File: config.mk
export PLATFORM = sky130hd
export DESIGN_NAME = bsv_method_caller
export DESIGN_NICKNAME = d
export VERILOG_FILES = /design/src/rtl/bsv_method_caller.sv
export SDC_FILE = /design/constraint.sdc
export NUM_CORES = 1
export LEC_CHECK = 0
export BUFFER_PORTS_ARGS = -buffer_cell sky130_fd_sc_hd__buf_2
export CAP_MARGIN = 25
export CORE_ASPECT_RATIO = 1.25
export CORE_MARGIN = 1.5
export CORE_UTILIZATION = 48
export CTS_CLUSTER_SIZE = 28
export DETAILED_ROUTE_END_ITERATION = 7
export HOLD_SLACK_MARGIN = 0.15
export PLACE_DENSITY = 0.81
export SLEW_MARGIN = 20
export SYNTH_ARGS = -nofsm -noshare
export SYNTH_HDL_FRONTEND = slang
export SYNTH_SLANG_ARGS = --single-unit
File: constraint.sdc
create_clock -name CLK -period 1.8 [get_ports CLK]
set_input_delay 0.18 -clock CLK [delete_from_list [all_inputs] [get_ports CLK]]
set_output_delay 0.18 -clock CLK [all_outputs]
set_load 0.02 [all_outputs]
File: src/rtl/bsv_method_caller.sv
// Initiator for a BSV RDY/EN ActionValue method: request FIFO -> EN/arg pins, result -> response FIFO.
// Optional CALLER_STATS_EN adds saturating call_count / stall_count outputs.
module bsv_method_caller #(
   parameter int unsigned ARG_W     = 32,
   parameter int unsigned A_W       = 3,
   parameter int unsigned B_W       = 4,
   parameter int unsigned C_W       = 6,
   parameter int unsigned REQ_DEPTH = 2,
   parameter int unsigned RSP_DEPTH = 2
) (
   input  logic                   CLK,
   input  logic                   RST_N,
   input  logic                   req_valid,
   input  logic [ARG_W-1:0]       req_arg,
   output logic                   req_ready,
   input  logic                   RDY_method,
   output logic                   EN_method,
   output logic [ARG_W-1:0]       method_in1,
   input  logic [A_W+B_W+C_W-1:0] method_res,
   output logic                   rsp_valid,
   output logic [A_W-1:0]         rsp_a,
   output logic [B_W-1:0]         rsp_b,
   output logic [C_W-1:0]         rsp_c,
   input  logic                   rsp_ready
`ifdef CALLER_STATS_EN
   ,
   output logic [15:0]            call_count,
   output logic [15:0]            stall_count
`endif
);

   localparam int unsigned REQ_AW = $clog2(REQ_DEPTH);
   localparam int unsigned REQ_CW = REQ_AW + 1;
   localparam int unsigned RSP_AW = $clog2(RSP_DEPTH);
   localparam int unsigned RSP_CW = RSP_AW + 1;

   typedef struct packed {
      logic [A_W-1:0] a;
      logic [B_W-1:0] b;
      logic [C_W-1:0] c;
   } res_t;

   logic [ARG_W-1:0]  r_req_mem [REQ_DEPTH];
   logic [REQ_AW-1:0] r_req_wr;
   logic [REQ_AW-1:0] r_req_rd;
   logic [REQ_CW-1:0] r_req_cnt;

   res_t              r_rsp_mem [RSP_DEPTH];
   logic [RSP_AW-1:0] r_rsp_wr;
   logic [RSP_AW-1:0] r_rsp_rd;
   logic [RSP_CW-1:0] r_rsp_cnt;
   res_t              r_rsp_hold;

   logic w_req_full;
   logic w_req_empty;
   logic w_req_push;
   logic w_rsp_full;
   logic w_rsp_nonempty;
   logic w_rsp_pop;
   logic w_rsp_space;
   logic w_call;
   res_t w_rsp_head;

   assign w_req_full     = (r_req_cnt == REQ_CW'(REQ_DEPTH));
   assign w_req_empty    = (r_req_cnt == '0);
   assign w_req_push     = req_valid & ~w_req_full;
   assign w_rsp_full     = (r_rsp_cnt == RSP_CW'(RSP_DEPTH));
   assign w_rsp_nonempty = (r_rsp_cnt != '0);
   assign w_rsp_pop      = w_rsp_nonempty & rsp_ready;
   assign w_rsp_space    = ~w_rsp_full | w_rsp_pop;
   // RST_N gate keeps EN low during the reset cycle even with requests still queued
   assign w_call         = RST_N & ~w_req_empty & RDY_method & w_rsp_space;

   assign req_ready  = ~w_req_full;
   assign EN_method  = w_call;
   assign method_in1 = r_req_mem[r_req_rd];
   assign rsp_valid  = w_rsp_nonempty;

   // Fields show the head entry, or the last shown value while the FIFO is empty
   always_comb begin
      w_rsp_head = r_rsp_hold;
      if (w_rsp_nonempty) begin
         w_rsp_head = r_rsp_mem[r_rsp_rd];
      end
   end

   assign rsp_a = w_rsp_head.a;
   assign rsp_b = w_rsp_head.b;
   assign rsp_c = w_rsp_head.c;

   // Storage arrays carry no reset; occupancy counters decide what is valid
   always_ff @(posedge CLK) begin
      if (w_req_push) begin
         r_req_mem[r_req_wr] <= req_arg;
      end
      if (w_call) begin
         r_rsp_mem[r_rsp_wr] <= res_t'(method_res);
      end
   end

   always_ff @(posedge CLK) begin
      if (!RST_N) begin
         r_req_wr   <= '0;
         r_req_rd   <= '0;
         r_req_cnt  <= '0;
         r_rsp_wr   <= '0;
         r_rsp_rd   <= '0;
         r_rsp_cnt  <= '0;
         r_rsp_hold <= '0;
      end else begin
         if (w_req_push) begin
            r_req_wr <= r_req_wr + REQ_AW'(1);
         end
         if (w_call) begin
            r_req_rd <= r_req_rd + REQ_AW'(1);
            r_rsp_wr <= r_rsp_wr + RSP_AW'(1);
         end
         if (w_rsp_pop) begin
            r_rsp_rd <= r_rsp_rd + RSP_AW'(1);
         end
         r_req_cnt  <= r_req_cnt + REQ_CW'(w_req_push) - REQ_CW'(w_call);
         r_rsp_cnt  <= r_rsp_cnt + RSP_CW'(w_call) - RSP_CW'(w_rsp_pop);
         r_rsp_hold <= w_rsp_head;
      end
   end

`ifdef CALLER_STATS_EN
   logic [15:0] r_call_cnt;
   logic [15:0] r_stall_cnt;

   // Saturating event counters
   always_ff @(posedge CLK) begin
      if (!RST_N) begin
         r_call_cnt  <= '0;
         r_stall_cnt <= '0;
      end else begin
         if (w_call && (r_call_cnt != 16'hFFFF)) begin
            r_call_cnt <= r_call_cnt + 16'd1;
         end
         if (!w_req_empty && !w_call && (r_stall_cnt != 16'hFFFF)) begin
            r_stall_cnt <= r_stall_cnt + 16'd1;
         end
      end
   end

   assign call_count  = r_call_cnt;
   assign stall_count = r_stall_cnt;
`endif

   a_req_overflow: assert property (@(posedge CLK) disable iff (!RST_N)
      !(w_req_push && w_req_full))
      else $error("request FIFO push while full");

   a_rsp_overflow: assert property (@(posedge CLK) disable iff (!RST_N)
      !(w_call && w_rsp_full && !w_rsp_pop))
      else $error("response FIFO push while full");

endmodule
# Word-level counts from Yosys, hierarchy flattened
# Memory sizes are Yosys's and may differ from the RTL's. A register that Yosys moved wholly into a read port is not among the register bits.
# Cells that the tools add are included.
[word_totals]
ff_bits = 21
ramBits = 90
input_bits = 50
output_inout_bits = 48
word_cells = 41
memories = 2
[op_classes]
n_addsub = 8
n_eq_ne = 2
muxes = 9
bitwise = 9
n_reduce_logical = 2
[mem_list]
columns = ["name", "words", "width", "read_ports", "rd_clocked_by_memory_dff", "write_ports", "line_no", "source"]
rows = [
  ["r_req_mem", 2, 32, 1, 1, 1, "43", "logic [ARG_W-1:0] r_req_mem [REQ_DEPTH];"],
  ["r_rsp_mem", 2, 13, 1, 1, 1, "48", "res_t r_rsp_mem [RSP_DEPTH];"],
]
[op_table]
columns = ["cell", "count"]
rows = [
  ["$mux 13", 1],
  ["$mux 1", 8],
  ["$and 1x1->1", 5],
  ["$add 1x1->1 const B", 4],
  ["$add 2x1->2", 2],
  ["$eq 2x2->1 const B", 2],
  ["$sub 2x1->2", 2],
  ["$not 1->1", 3],
  ["$logic_not 2->1", 1],
  ["$reduce_bool 2->1", 1],
  ["$or 1x1->1", 1],
]

# Depth between registers and ports, before layout
[depth]
ltp_word = 7
depth_mapped = 7

# Worst setup path after synthesis
# Ideal clock, no wire load.
[synth_timing]
path_kind = "register -> register"
from = "reg r_req_cnt[0]"
to = "mem r_req_mem[1][0], enable pin"
setup_ns = 0.392
arrival_ns = 1.588
required_time_ns = 1.408
slack_ns = -0.180
stages_incl_launch_ff = 3
path_buffers = 0
period_less_slack_ns = 1.980
cell_sequence = "dfxtp_1 -> nand2b_1 -> and3_1"
[synth_between]
elab_chain_cells = 5
[synth_lines]
columns = ["item", "line_no", "source"]
rows = [
  ["from (decl)", "46", "logic [REQ_CW-1:0] r_req_cnt;"],
  ["from (signal assigned)", "121", "r_req_cnt <= r_req_cnt + REQ_CW'(w_req_push) - REQ_CW'(w_call);"],
  ["$eq 2x2->1", "64", "assign w_req_full = (r_req_cnt == REQ_CW'(REQ_DEPTH));"],
  ["$not 1->1", "-", ""],
  ["net req_ready", "15", "output logic req_ready,"],
  ["$and 1x1->1", "66", "assign w_req_push = req_valid & ~w_req_full;"],
  ["$mux 1", "93", "if (w_req_push) begin"],
  ["$mux 1 (implied by the code)", "94", "r_req_mem[r_req_wr] <= req_arg;"],
  ["to (decl)", "43", ""],
]
# The timed path passes the listed nets, and every way through them passes these cells.

# Worst setup path in the final report
[layout_timing]
from = "reg r_rsp_cnt[1]"
to = "out rsp_b[1]"
[layout_between]
elab_chain_cells = 2
[layout_lines]
columns = ["item", "line_no", "source"]
rows = [
  ["from (decl)", "51", "logic [RSP_CW-1:0] r_rsp_cnt;"],
  ["from (signal assigned)", "122", "r_rsp_cnt <= r_rsp_cnt + RSP_CW'(w_call) - RSP_CW'(w_rsp_pop);"],
  ["$reduce_bool 2->1", "68", "assign w_rsp_nonempty = (r_rsp_cnt != '0);"],
  ["$mux 13", "82", "if (w_rsp_nonempty) begin"],
  ["to (decl)", "22", "output logic [B_W-1:0] rsp_b,"],
]
# No other way between the ends.

==> flow_metrics.py <==
metrics = {
    "floorplanning": {
        "io_pins": 98,
        "die_h_um": 108,
        "core_area_sq_um": 8610,
        "die_w_um": 86.7,
        "initial_core_util_pct": 48.8,
        "die-area_sq_um": 9330,
        "fp-row-count": 38,
    },
    "placement": {
        "place_ws_ps": 215,
        "placement.io_buffers": 97,
        "gp_congestion": 0.697,
        "dpl.hpwl_mm": 4.58,
    },
    "route": {
        "num_vias": 2742,
        "first_iter_violations": 116,
        "dr.pass1.iters": 4,
        "wl_met2_mm": 5.12,
        "drc_errors": 0,
        "met3_length_um": 412,
        "wl_mm": 9.28,
        "wl_per_cell_um": 16.8,
        "via_per_inst": 4.97,
        "ant_nets": 0,
        "drt-met1-wl_mm": 3.53,
        "dr.max_layer_used": "met4",
    },
    "sta": {
        "maxSlewHeadroom_pct": 63.5,
        "maxSlewViolCount": 0,
        "finalHoldViolations": 0,
        "tns_ps": -437,
        "fin_crit_sh_pct": 103,
        "grt_setup_unrepaired": "yes",
        "tightest_slew_ps": 545,
        "skew_ps": 7.14,
        "layout_min_cycle_time_ps": 1860,
        "timing.final.ws_setup_ps": -62.0,
        "finalSetupViolations": 13,
        "fmax_mhz": 537,
    },
    "global_route": {
        "grt_pass1_wl_mm": 12.9,
        "grt_pass1_vias": 2798,
        "antenna_found_initial": 0,
        "overflow": 0,
        "grt_use_total_pct": 19.2,
        "grt_max_degree": 33,
    },
    "logic_synthesis": {
        "synth_area_leaders": "edfxtp_1 64%, dfxtp_1 11%, mux2_2 8.3%, mux2i_1 3.6%, a211oi_1 2.5%",
        "ys_ff_latch": 113,
        "yosys_warnings": 0,
        "synthDistinctLibCells": 30,
        "yosysTopAreaCell": "edfxtp_1",
        "syn-num-nets": 301,
        "seq_area_frac_synth_pct": 75.3,
        "syn_avg_cell_area_sq_um": 16.9,
        "syn_inst": 249,
        "synth_top_area_share_pct": 64.3,
        "syn-cell-area_sq_um": 4200,
    },
    "power": {
        "irDropWorstVdd_v": 0.00100,
        "powerDensity_nw_per_um2": 1520,
        "finalPower_mw": 9.85,
        "p_leak_nw": 2.42,
    },
    "layout": {
        "layout.nets": 471,
        "final_common_cell": "edfxtp_1",
        "drive_gt1_share_pct": 50.5,
        "final_cell_mix": "90 x edfxtp_1, 84 x buf_2, 49 x dlygate4sd3_1",
        "antenna_cells": 0,
        "area_growth_pct": 53.8,
        "utilization_pct": 75.1,
    },
    "cts": {
        "clkLatencyLatePin_ps": 510,
        "cts_tree": "yes",
        "clock-sinks": 113,
        "clockBufferDepth": 2,
        "htreeDepth": 4,
        "cts_root_buf": "clkbuf_8",
        "numCtsBuffers": 17,
        "clk_pin_slew_ps": 60,
    },
    "critical_path": {
        "rrSetupSlack_ps": 100,
        "cp-start-kind": "register",
        "cp.required_ps": 1620,
        "cp-end-kind": "output pin",
        "critPathKind": "reg -> out",
        "crit_fanout": 5,
        "r2r_cells": 5,
        "arrival_ps": 1680,
    },
    "run_status": {
        "outcome": "complete, but fails checks",
        "violations": "setup timing",
    },
    "min_path": {
        "min_path_cells": 2,
        "hp-class": "in -> reg",
    },
    "run": {
        "drv_cap": 0,
    },
}
==> power breakdown <==
part / switching (mW) / internal, mW / leakage, nW
logic: 1.65 / 1.46 / 1.11
clock network: 1.09 / 2.22 / 0.278
registers: 0.193 / 3.24 / 1.02
total: 2.93 / 6.91 / 2.42
==> critical path: stages, from the launching register on <==
cell and delay [ps]:
dfxtp_2 330, or2_4 320, clkbuf_16 190, nor2_4 110
a21oi_2 50, buf_2 160
==> flip-flops by register name (all words and copies together) (netlist names), named ones only <==
| name | cells |
|---|---|
| r_rsp_hold | 13 |
| r_req_wr | 1 |
| r_req_cnt | 2 |
| r_rsp_rd | 1 |
| r_rsp_cnt | 2 |
| r_rsp_mem | 26 |
| r_rsp_wr | 1 |
| r_req_rd | 1 |
| r_req_mem | 64 |
==> per-layer routing <==
metal	up-vias	global-route usage [%]
met5	-	0
met4	0	9.33
met3	20	5.98
met2	92	34.5
met1	1326	19.9
li1	1304	-
==> synthesized netlist by cell type <==
master,n
edfxtp_1,90
mux2_2,31
dfxtp_1,23
a21oi_1,16
nor2_1,16
mux2i_1,15
a211oi_1,14
buf_2,6
clkbuf_1,4
inv_1,3
nand2_1,3
nor3_1,3
o21a_1,3
xor2_1,3
buf_4,2
ha_1,2
o21ai_0,2
a21bo_2,1
and2_1,1
and2_2,1
and3_1,1
clkinv_1,1
mux2_1,1
nand2b_1,1
nand3b_1,1
nor3b_2,1
o211ai_4,1
or2_1,1
or3_1,1
xnor2_1,1
==> what timing repair did <==
action,4_1_cts,5_1_grt
gates resized for setup,33,53
gates cloned,2,4
endpoints found under the hold margin,100,0
endpoints found under the setup margin,40,23
pin swaps,1,5
hold buffers,49,0
setup buffers,0,3
==> path summary, 6_finish.rpt <==
path / to / from
worst max-delay path: rsp_b[1] / r_rsp_cnt[1]
worst min-delay path: r_req_mem[1][25] / req_arg[25]
worst max register to register: r_rsp_cnt[1] / r_rsp_cnt[1]
worst min register to register: register / r_rsp_rd
==> kinds of logic after synthesis <==
kind of cell	count (synthesis)	synth area share (%)
xor+xnor	4	0.834
flops	113	75.3
simple gates	30	3.45
buf+inv	16	1.79
mux	47	12.1
compound gates	37	5.92
fa+ha+maj	2	0.595
==> layout make-up <==
class                           instances  area [sq um]
Clock buffer                           19           422
Clock inverter                         13           168
Fill cell                             510          2140
Inverter                                4          18.8
Multi-Input combinational cell        120          1220
Sequential cell                       113          3170
Tap cell                              120           150
Timing Repair Buffer                  163          1320
==> metrics by stage <==
| stage | area [sq um] | hold WS (ps) | cells |
|---|---|---|---|
| final | 6460 | 390 | 552 |
| after global routing | 6460 | 364 | 552 |
| after CTS | 6120 | 366 | 545 |
| after detailed placement | 4900 | 372 | 462 |
| after global placement | 4900 | 367 | 462 |
| after floorplan | 4210 | 279 | 249 |
Power figures use the tool's default switching activity.
